File: config.mk
export PLATFORM = sky130hd
export DESIGN_NAME = sweep_sequencer
export DESIGN_NICKNAME = d
export VERILOG_FILES = /design/src/rtl/sweep_sequencer.sv
export SDC_FILE = /design/constraint.sdc
export NUM_CORES = 1
export LEC_CHECK = 0
export BUFFER_PORTS_ARGS = -buffer_cell sky130_fd_sc_hd__buf_2
export CORE_MARGIN = 8
export CORE_UTILIZATION = 57
export CTS_CLUSTER_DIAMETER = 80
export CTS_CLUSTER_SIZE = 12
export DETAILED_ROUTE_END_ITERATION = 8
export MAX_ROUTING_LAYER = met4
export PLACE_DENSITY = 0.94
export SLEW_MARGIN = 20
export SYNTH_ARGS = -nofsm -noshare
export SYNTH_HDL_FRONTEND = slang
export SYNTH_SLANG_ARGS = --single-unit
File: constraint.sdc
create_clock -name clk -period 12.93 [get_ports clk]
set_input_delay 1.293 -clock clk [delete_from_list [all_inputs] [get_ports clk]]
set_output_delay 1.293 -clock clk [all_outputs]
set_load 0.02 [all_outputs]
File: src/rtl/sweep_sequencer.sv
// Sweeps stimulus vectors through a combinational DUT, streams (vector, response)
// records over valid/ready and folds every captured response into a 32-bit MISR.
module sweep_sequencer #(
  parameter int unsigned IN_W       = 20,
  parameter int unsigned OUT_W      = 40,
  parameter int unsigned SETTLE_CYC = 1
) (
  input  logic             clk,
  input  logic             rst,
  input  logic             start,
  input  logic             abort,
  input  logic [IN_W-1:0]  start_vec,
  input  logic [IN_W-1:0]  end_vec,
  output logic [IN_W-1:0]  dut_in,
  input  logic [OUT_W-1:0] dut_out,
  output logic             rec_valid,
  input  logic             rec_ready,
  output logic [IN_W-1:0]  rec_vec,
  output logic [OUT_W-1:0] rec_res,
  output logic [31:0]      signature,
  output logic [IN_W:0]    vec_count,
  output logic             busy,
  output logic             done
);

  localparam int unsigned CW = (SETTLE_CYC > 1) ? $clog2(SETTLE_CYC) : 1;

  typedef enum logic [2:0] {
    S_IDLE,
    S_SETTLE,
    S_CAPTURE,
    S_EMIT,
    S_DONE
  } state_t;

  state_t             state_q, state_d;
  logic [IN_W-1:0]    end_q, end_d;
  logic [IN_W-1:0]    dut_in_q, dut_in_d;
  logic [CW-1:0]      cnt_q, cnt_d;
  logic               rec_valid_q, rec_valid_d;
  logic [IN_W-1:0]    rec_vec_q, rec_vec_d;
  logic [OUT_W-1:0]   rec_res_q, rec_res_d;
  logic [31:0]        sig_q, sig_d;
  logic [IN_W:0]      vcnt_q, vcnt_d;
  logic [63:0]        ext;
  logic [31:0]        fold;
  logic [31:0]        misr;

  always_ff @(posedge clk or posedge rst) begin
    if (rst) begin
      state_q     <= S_IDLE;
      end_q       <= '0;
      dut_in_q    <= '0;
      cnt_q       <= '0;
      rec_valid_q <= 1'b0;
      rec_vec_q   <= '0;
      rec_res_q   <= '0;
      sig_q       <= '1;
      vcnt_q      <= '0;
    end else begin
      state_q     <= state_d;
      end_q       <= end_d;
      dut_in_q    <= dut_in_d;
      cnt_q       <= cnt_d;
      rec_valid_q <= rec_valid_d;
      rec_vec_q   <= rec_vec_d;
      rec_res_q   <= rec_res_d;
      sig_q       <= sig_d;
      vcnt_q      <= vcnt_d;
    end
  end

  always_comb begin
    state_d     = state_q;
    end_d       = end_q;
    dut_in_d    = dut_in_q;
    cnt_d       = cnt_q;
    rec_valid_d = rec_valid_q;
    rec_vec_d   = rec_vec_q;
    rec_res_d   = rec_res_q;
    sig_d       = sig_q;
    vcnt_d      = vcnt_q;

    // Responses wider than 32 bits are folded onto the low word before shifting in.
    ext              = '0;
    ext[OUT_W-1:0]   = dut_out;
    fold             = ext[31:0] ^ ext[63:32];
    misr             = {sig_q[30:0], sig_q[31] ^ sig_q[21] ^ sig_q[1] ^ sig_q[0]} ^ fold;

    if (abort && (state_q != S_IDLE)) begin
      state_d     = S_IDLE;
      rec_valid_d = 1'b0;
    end else begin
      unique case (state_q)
        S_IDLE: begin
          if (start) begin
            end_d  = end_vec;
            sig_d  = '1;
            vcnt_d = '0;
            if (end_vec < start_vec) begin
              state_d = S_DONE;
            end else begin
              dut_in_d = start_vec;
              cnt_d    = CW'(SETTLE_CYC - 1);
              state_d  = S_SETTLE;
            end
          end
        end
        S_SETTLE: begin
          if (cnt_q == '0) state_d = S_CAPTURE;
          else             cnt_d   = cnt_q - CW'(1);
        end
        S_CAPTURE: begin
          rec_vec_d   = dut_in_q;
          rec_res_d   = dut_out;
          rec_valid_d = 1'b1;
          sig_d       = misr;
          state_d     = S_EMIT;
        end
        S_EMIT: begin
          if (rec_ready) begin
            rec_valid_d = 1'b0;
            vcnt_d      = vcnt_q + (IN_W+1)'(1);
            // Equality test lets an all-ones end vector finish without wrapping.
            if (dut_in_q == end_q) begin
              state_d = S_DONE;
            end else begin
              dut_in_d = dut_in_q + IN_W'(1);
              cnt_d    = CW'(SETTLE_CYC - 1);
              state_d  = S_SETTLE;
            end
          end
        end
        S_DONE:  state_d = S_IDLE;
        default: state_d = S_IDLE;
      endcase
    end
  end

  assign dut_in    = dut_in_q;
  assign rec_valid = rec_valid_q;
  assign rec_vec   = rec_vec_q;
  assign rec_res   = rec_res_q;
  assign signature = sig_q;
  assign vec_count = vcnt_q;
  assign busy      = (state_q == S_SETTLE) || (state_q == S_CAPTURE) || (state_q == S_EMIT);
  assign done      = (state_q == S_DONE);

endmodule

==> metrics.json <==
{
  "critical_path.max_fanout": 79,
  "synth_adder_area_share": 0.0329,
  "clk_buf_depth": 2,
  "core_region_area_um2": 13800,
  "worstPathRequired_ns": 13.23,
  "holdCritStartpoint": "rec_res[1]",
  "post-dp-hpwl_mm": 15.4,
  "drc": 0,
  "timing.critical_path.mode_cell": "buf_4",
  "post_cts_hold_buffer_count": 0,
  "post_synth_xor_area_fraction": 0.102,
  "yosysUniqueCellTypes": 46,
  "synth_edf_count": 0,
  "post_syn_area_um2": 7980,
  "area.growth.synth_to_final_pct": 22.8,
  "rsz_0062_raised_after_global_routing": "no",
  "setup-violations-final": 0,
  "syn_nets": 813,
  "timing.critical_path.cells": "buf_2 > nor4_4 > buf_4 > buf_4 > mux2_2",
  "dieArea_um2": 18000,
  "timing_worst_setup_path_type": "in2reg",
  "std_cell_rows": 43,
  "design.final.nets": 1022,
  "dr_total_vias": 6284,
  "startpoint": "abort",
  "postSynthRegisterBits": 157,
  "routed_wire_length_per_instance_um": 19.1,
  "avgSynthCellArea_um2": 11.3,
  "netlist_instances": 707,
  "fin_crit_ns": 3.28,
  "die_width_um": 134,
  "outcome": "complete, no violations",
  "grt_first_pass_wirelength_mm": 33.7,
  "worst_setup_path_start_kind": "input pin",
  "layout.cells.non_filler": 1109,
  "synth_top_family_by_area": "multiplexers",
  "synth_async_sr_flop_share": 1.00,
  "grt_antenna_before_repair": 0,
  "via_count_of_the_first_global_routing_pass": 6623,
  "power.ir.vdd_worst_mv": 0.134,
  "largest_net_degree_at_the_start_of_global_routing": 87,
  "worst_path_dominant_cell_family": "buffers and inverters",
  "cts-buffers-inserted": 17,
  "clk_transition_reported_paths_ns": 0.07,
  "initial_utilization": 0.579,
  "drt_pass1_iterations": 5,
  "place.port_buffers": 220,
  "netlist.area_leader.share": 0.392,
  "numPlacedInstances": 1077,
  "crit-reg2reg-launch": "state_q[1]",
  "regToRegSetupSlack_ns": 9.93,
  "power_w": 0.00242,
  "synth_compound_gate_area_share": 0.0682,
  "yosysWarningCount": 0,
  "grt.total_usage": 0.241,
  "timing.hold.worst_path_depth": 1,
  "final_cell_area_um2": 9800,
  "slew-limit-headroom": 0.293,
  "r2r_cells": 5,
  "cts_root_buffer": "clkbuf_16",
  "synth_common_cells": "dfrtp_1 (125), mux2_2 (68), xnor2_1 (51), a21oi_1 (49), xor2_1 (42)",
  "chipHeight_um": 134,
  "slew_violations": 0,
  "crit_buf_inv": 3,
  "ctsResizeCount": 0,
  "clock.fmax_ghz": 0.305,
  "timing.rr.end": "rec_res[38]",
  "skew_ns": 0.00817,
  "timing.final.crit_share": 0.254,
  "drtAntennaViolNets": 0,
  "clock_sink_count": 157,
  "ys_dominant_reg_cell": "dfrtp_1",
  "finalHoldViolCount": 0,
  "cts_h_tree_depth": 4,
  "detail_route.iter0.violations": 388,
  "fin_worst_hold_slack_ns": 0.486,
  "via_per_inst": 5.67,
  "cts_post_setup_buffers_inserted": 0,
  "netlist.top_cell.by_area": "dfrtp_1",
  "cp_data_arrival_time_ns": 3.58,
  "synthTopCellsByArea": "dfrtp_1 (39%), dfstp_2 (11%), mux2_2 (9.6%)",
  "slowest_stage_cell_on_the_critical_path": "buf_4",
  "portion_of_netlist_area_occupied_by_mux_cells": 0.151,
  "setup-tns-final_ns": 0,
  "cp_slowest_stage_delay_ns": 0.72,
  "synthMostInstantiatedCell": "dfrtp_1",
  "globalRoute.totalOverflow": 0,
  "hold_path.class": "reg2reg",
  "critical_path.endpoint_type": "flop",
  "power_leakage_nw": 4.54,
  "placement.cell_area_um2": 9180,
  "synth-simple-area-share": 0.110,
  "cts_tree": "yes",
  "maxcap_viol_count": 0,
  "seq_area_frac_synth": 0.498,
  "drive_above_1_share": 0.419,
  "gp_congestion": 0.875,
  "insertedDiodeCount": 0,
  "i_o_pins": 221,
  "cellPowerDensity_nw_per_um2": 247,
  "clk-insertion-delay-late_ns": 0.42,
  "tightestPinTransition_ns": 1.06,
  "finalWirelength_mm": 21.2,
  "hold_end": "rec_res[1]"
}
==> where the power goes <==
part	switching [W]	internal (W)
Combinational	0.000563	0.000422
Clock	0.000204	0.000315
Sequential	0.000201	0.000711
==> layout make-up <==
| cell class | count | area [µm²] |
|---|---|---|
| clock inverters | 12 | 161 |
| multi-input cells | 482 | 3710 |
| repair buffers | 226 | 1150 |
| well taps | 180 | 225 |
| inverters | 32 | 125 |
| fillers | 941 | 3980 |
| clock buffers | 20 | 457 |
| flip-flops and latches | 157 | 3970 |
==> worst max-delay path by stage <==
stage,cells after the start,endpoint
floorplan,1,dut_in[0]
global placement,5,rec_res[3]
detailed placement,5,rec_res[38]
CTS,5,rec_res[38]
global route,5,rec_res[11]
finish,5,rec_res[38]
==> registers in the layout, indices dropped and copies added, names as in the netlist <==
name,cells
rec_res,40
end_q,20
rec_vec,20
state_q,3
vec_count,21
dut_in,20
signature,32
rec_valid,1
==> per-layer routing <==
| layer | vias up | GRT usage | routed length (µm) |
|---|---|---|---|
| li1 | 2878 | - | - |
| met1 | 3117 | 0.272 | 8620 |
| met2 | 241 | 0.404 | 10800 |
| met3 | 48 | 0.0576 | 1230 |
| met4 | 0 | 0.100 | 605 |
| met5 | - | - | 0 |
==> stage by stage <==
step                      worst slack, ns   util
after detailed placement             9.24  0.666
after CTS                            9.70  0.711
after floorplan                      7.46      -
final                                9.65  0.711
after global routing                 9.57  0.711
after global placement               8.78  0.666
==> worst register-to-register path, delay by kind of cell (launching register included) <==
| family | cells | cell delay (ns) |
|---|---|---|
| buffers and inverters | 3 | 1.32 |
| muxes | 1 | 0.47 |
| DFF | 1 | 0.48 |
| and+or+nand+nor | 1 | 0.63 |
==> cells in the final DEF, fill, tap and decap left out, drive strengths merged, types with 5 or more instances in the layout <==
cell,n
a21oi,49
and3,6
buf,226
clkbuf,20
clkinv,5
dfrtp,125
dfstp,32
ha,21
inv,33
mux2,99
nand2,39
nand3,23
nand4,11
nor2,26
nor3,38
nor4,9
o21ai,33
or3,8
xnor2,51
xor2,42
==> kinds of logic (layout without fill, tap and decap cells) <==
logic type,Yosys count,in the layout
adder cells (fa/ha/maj),21,21
AND/OR/NAND/NOR,169,169
buffers and inverters,68,290
AO/OA/AOI/OAI,98,98
multiplexers,101,101
XOR/XNOR,93,93
flip-flops,157,157
Power figures use the tool's default switching activity.
